==> src/rtl/lfsr_param.sv <==
// Parametrised LFSR (8/16/32/64 bits) with run-time Fibonacci/Galois feedback,
// seed load, all-zero lockup recovery and period measurement against the start value.
module lfsr_param #(
  parameter int unsigned           WIDTH      = 8,
  parameter logic [WIDTH-1:0]      RESET_SEED = {{(WIDTH-1){1'b0}}, 1'b1}
) (
  input  logic             clk,
  input  logic             reset,
  input  logic             en,
  input  logic             mode,
  input  logic             load,
  input  logic [WIDTH-1:0] seed,
  input  logic             clr_err,
  output logic [WIDTH-1:0] state,
  output logic [WIDTH-1:0] step_cnt,
  output logic             period_done,
  output logic [WIDTH-1:0] period_len,
  output logic             lockup_err
);

  if (WIDTH != 8 && WIDTH != 16 && WIDTH != 32 && WIDTH != 64) begin : g_bad_width
    $error("lfsr_param: WIDTH must be 8, 16, 32 or 64");
  end
  if (RESET_SEED == '0) begin : g_bad_seed
    $error("lfsr_param: RESET_SEED must be nonzero");
  end

  // Fibonacci mask has bit t-1 set per tap; Galois POLY has bit t per tap t<WIDTH plus bit 0.
  localparam logic [63:0] FIB_TAPS64 =
    (WIDTH == 8)  ? 64'h0000_0000_0000_00B8 :
    (WIDTH == 16) ? 64'h0000_0000_0000_D008 :
    (WIDTH == 32) ? 64'h0000_0000_8020_0003 :
                    64'hD800_0000_0000_0000;
  localparam logic [63:0] POLY64 =
    (WIDTH == 8)  ? 64'h0000_0000_0000_0071 :
    (WIDTH == 16) ? 64'h0000_0000_0000_A011 :
    (WIDTH == 32) ? 64'h0000_0000_0040_0007 :
                    64'hB000_0000_0000_0001;

  localparam logic [WIDTH-1:0] FIB_MASK = FIB_TAPS64[WIDTH-1:0];
  localparam logic [WIDTH-1:0] POLY     = POLY64[WIDTH-1:0];
  localparam logic [WIDTH-1:0] ONE      = {{(WIDTH-1){1'b0}}, 1'b1};

  logic [WIDTH-1:0] state_q, state_d;
  logic [WIDTH-1:0] start_q, start_d;
  logic [WIDTH-1:0] cnt_q, cnt_d;
  logic [WIDTH-1:0] plen_q, plen_d;
  logic             done_q, done_d;
  logic             err_q, err_d;

  logic [WIDTH-1:0] next_raw;
  logic [WIDTH-1:0] seed_fix;
  logic             fib_fb;
  logic             err_set;

  always_comb begin
    fib_fb   = ^(state_q & FIB_MASK);
    next_raw = mode ? ({state_q[WIDTH-2:0], 1'b0} ^ (state_q[WIDTH-1] ? POLY : '0))
                    : {state_q[WIDTH-2:0], fib_fb};
    seed_fix = (seed == '0) ? ONE : seed;

    state_d  = state_q;
    start_d  = start_q;
    cnt_d    = cnt_q;
    plen_d   = plen_q;
    done_d   = 1'b0;
    err_set  = 1'b0;

    if (load) begin
      state_d = seed_fix;
      start_d = seed_fix;
      cnt_d   = '0;
      err_set = (seed == '0);
    end else if (en) begin
      if (next_raw == '0) begin
        state_d = ONE;
        err_set = 1'b1;
      end else begin
        state_d = next_raw;
      end
      cnt_d = cnt_q + ONE;
      // Return to the start value: report the new count and restart counting.
      if (state_d == start_q) begin
        done_d = 1'b1;
        plen_d = cnt_q + ONE;
        cnt_d  = '0;
      end
    end

    err_d = err_set ? 1'b1 : (clr_err ? 1'b0 : err_q);
  end

  always_ff @(posedge clk or negedge reset) begin
    if (!reset) begin
      state_q <= RESET_SEED;
      start_q <= RESET_SEED;
      cnt_q   <= '0;
      plen_q  <= '0;
      done_q  <= 1'b0;
      err_q   <= 1'b0;
    end else begin
      state_q <= state_d;
      start_q <= start_d;
      cnt_q   <= cnt_d;
      plen_q  <= plen_d;
      done_q  <= done_d;
      err_q   <= err_d;
    end
  end

  assign state       = state_q;
  assign step_cnt    = cnt_q;
  assign period_done = done_q;
  assign period_len  = plen_q;
  assign lockup_err  = err_q;

endmodule

==> config.mk <==
export PLATFORM = sky130hd
export DESIGN_NAME = lfsr_param
export DESIGN_NICKNAME = d
export VERILOG_FILES = /design/src/rtl/lfsr_param.sv
export SDC_FILE = /design/constraint.sdc
export NUM_CORES = 1
export LEC_CHECK = 0
export CAP_MARGIN = 20
export CORE_UTILIZATION = 40
export CTS_CLUSTER_DIAMETER = 100
export DETAILED_ROUTE_END_ITERATION = 8
export PLACE_DENSITY_LB_ADDON = 0.2
export SYNTH_ARGS = -nofsm -noshare
export SYNTH_HDL_FRONTEND = slang
export SYNTH_SLANG_ARGS = --single-unit
==> constraint.sdc <==
create_clock -name clk -period 2.7 [get_ports clk]
set_input_delay 0.81 -clock clk [delete_from_list [all_inputs] [get_ports clk]]
set_output_delay 0.81 -clock clk [all_outputs]
set_load 0.02 [all_outputs]
==> key figures <==
Synthesis
  – Syn Inst Count: 167
  – Fraction of synthesized cell area taken by the top area cell type: 46.0%
  – Average instance area after synthesis: 10.4 sq um
  – Register bit total from synthesis: 34
  – Largest cells by area after synthesis: dfrtp_1 46%, o21ai_0 6.0%, xor2_1 6.0%
  – FFs w/ async S/R, synth: 100%
  – Leading register cell type out of synthesis: dfrtp_1
  – Nets in the synthesized netlist: 182
  – Library cells used by synthesis: 37
  – EDFF count, synth: 0
  – Post-synthesis sequential area ratio: 49.1%
  – Area of the mapped netlist: 1740 sq um
  – Cell type with the largest total area after synthesis: dfrtp_1
  – Synth warnings: 0

Clocking
  – Latest clock arrival within the worst-skew pair: 300 ps
  – Number of clock buffers inserted by TritonCTS: 5
  – Hold-fix buffer count after cts: 0
  – Longest Clk Path Bufs: 2
  – Cts repair resizes: 0
  – Number of clock sinks seen by CTS: 34
  – Clk pin slew, worst setup/hold paths: 80 ps
  – CTS H-tree lvls: 2
  – Postcts setup bufs: 0
  – CTS tree: yes
  – Root Buffer: clkbuf_8

Finish
  – Final net count: 235
  – Count of inserted antenna diode cells: 0
  – Top library cells by usage in the layout, fill and taps aside: 39 x clkdlybuf4s50_1, 32 x dfrtp_1, 21 x o21ai_0
  – Core occupancy in the finished layout: 58.3%
  – Leading cell type in the layout, fill and taps excluded: clkdlybuf4s50_1
  – Post-layout instance area: 2380 sq um
  – Filler instances: 355
  – Share of layout cells above drive strength 1: 15.4%
  – Flip-flop and latch area: 853 sq um
  – Footprint of the multi-input gates: 815 sq um
  – Area added between synthesis and finish: 36.9%

Hold path
  – Number of stages on the worst hold path: 2
  – Type of the worst min-delay path: reg2reg

Global routing
  – Maximum number of pins on one net before global-route repair: 35
  – Vias in the first global route: 1,432
  – Wire length of the first global-routing pass: 6470 um
  – Number of antenna violations at the first check in global routing: 0
  – Global route overflow: 0
  – GRT Util Overall: 19.5%

Floorplan
  – Full die area: 4620 sq um
  – Top-level port count: 40
  – Effective utilization at floorplan: 42.6%
  – Number of core rows: 23
  – Vertical extent of the die: 67.9 um
  – DIE WIDTH: 67.9 um
  – Placeable core area: 4090 sq um

Power and ir drop
  – Worst VDD drop: 339 uV
  – Internal Pwr Total: 0.000953 W
  – Fraction of power consumed by the clock network: 35.7%
  – Sequential cell fraction of total power: 44.3%
  – Psw: 0.000351 W
  – Logic gate share of total power: 20.0%
  – Leakage: 1.07 nW
  – Power density normalized to cell area: 548 nW/um^2
  – Switching Share: 26.9%

Drt
  – Starting DRT DRC Count: 48
  – Routed wire length: 3880 um
  – DRC violations left: 0
  – Detailed-route via count: 1,388
  – Number of routed nets with antenna violations: 0
  – Post-detailed-route wirelength per cell: 14.3 um
  – Number of iterations in the first detailed-routing pass: 4
  – Routed vias/inst: 5.12

Timing
  – Setup repair after global routing missed its margin: no
  – Worst clock skew: 10.3 ps
  – PnR worst setup slack: 96.5 ps
  – Final hold violation count: 0
  – Worst-case headroom to the max-slew limit: 71.3%
  – Worst-Margin Slew: 430 ps
  – Count of pins over their slew limit: 0
  – Total Negative Setup Slacks: 0 ps
  – Final worst path period need: 2600 ps
  – Final worst hold slack: 500 ps
  – Max Clock Freq: 0.384 GHz
  – Period Utilization, post-route: 96.4%
  – Total of endpoints with negative setup slack in the final report: 0

Setup path
  – R2R cell count: 6
  – Critical setup path kind: in2reg
  – Startpoint class of the critical path: input port
  – Worst Setup EP: period_len[5]
  – Endpoint of the lowest-slack register-to-register path: period_len[5]
  – Startpoint of the worst setup timing path: mode
  – Startpoint of the most critical register-to-register path: state[4]
  – Critical path arrival: 2780 ps
  – Worst EP required: 2880 ps
  – FF-to-FF setup slack: 300 ps
  – Endpoint kind of the worst setup timing path: flip-flop
  – Maximum net fanout on the critical path: 9

Placed design
  – Pre-CTS WS: -225 ps
  – Detail Placement HPWL: 2760 um
  – Number of port buffers: 39
  – Placed Instance Area: 2270 sq um
  – Placer Congestion: 0.775

Status
  – Outcome: completed

Flow run
  – Number of max-cap violations: 0
area by class of cell:
cell class	instances	area share [%]
Inverter	11	1.73
Tap cell	50	2.63
Timing Repair Buffer	52	21.0
Multi-Input combinational cell	116	34.2
Clock inverter	3	1.68
Clock buffer	5	2.89
Sequential cell	34	35.8
worst min-delay path by stage:
stage               startpoint    endpoint  slack [ps]
CTS                 start_q[0]  start_q[0]         500
finish              start_q[0]  start_q[0]         500
global route        start_q[0]  start_q[0]         520
floorplan           start_q[0]  start_q[0]         450
detailed placement  start_q[0]  start_q[0]         490
global placement    start_q[0]  start_q[0]         470
state kept, by name, indices dropped and copies added, names as in the netlist:
name	cells
start_q	8
state	8
period_len	8
step_cnt	8
lockup_err	1
period_done	1
critical path: stages:
cell and delay (ps):
clkdlybuf4s50_1 440, and2_1 190, a21o_2 190, or3_4 380
a211oi_4 280, buf_12 170, mux2_2 330
cell usage after synthesis, types with 2 or more instances:
master	instances
dfrtp_1	32
o21ai_0	21
nand2_1	20
xor2_1	12
inv_1	11
xnor2_1	7
mux2_2	6
mux2i_1	6
nand3_1	5
a211oi_1	4
clkbuf_1	4
nor4_1	4
nor2_1	3
nor3_1	3
a21oi_1	2
and3_1	2
dfstp_2	2
o211ai_1	2
o31ai_1	2
xnor3_1	2
power groups by stage:
stage / sequential (W) / combinational, W / clock (W)
global placement: 0.000585 / 0.000258 / 0
finish: 0.000577 / 0.000261 / 0.000466
CTS: 0.000577 / 0.000264 / 0.000483
detailed placement: 0.000587 / 0.000263 / 0
floorplan: 0.000608 / 0.000117 / 0
global route: 0.000582 / 0.000288 / 0.000502
stage by stage:
stage / total power, W / std cells
after floorplan: 0.000725 / 167
after global placement: 0.000844 / 263
after detailed placement: 0.000849 / 263
after CTS: 0.00132 / 271
after global routing: 0.00137 / 271
final: 0.00130 / 271
metal layers:
metal	GRT usage, %	part of all wire (%)	vias up
met5	0	0	-
met4	9.38	1.8	0
met3	4.17	3.9	7
met1	24.2	47	657
li1	-	-	689
met2	32.0	47	35
cells by family (layout without fill, tap and decap cells):
group	count (synthesis)	in the layout	synth area share, %
compound gates	36	36	13.0
xor+xnor	21	21	12.2
fa+ha+maj	1	1	0.719
buf+inv	17	71	4.10
flops	34	34	49.1
mux	13	13	8.20
simple gates	45	45	12.7
(Power assumes the default switching activity.)
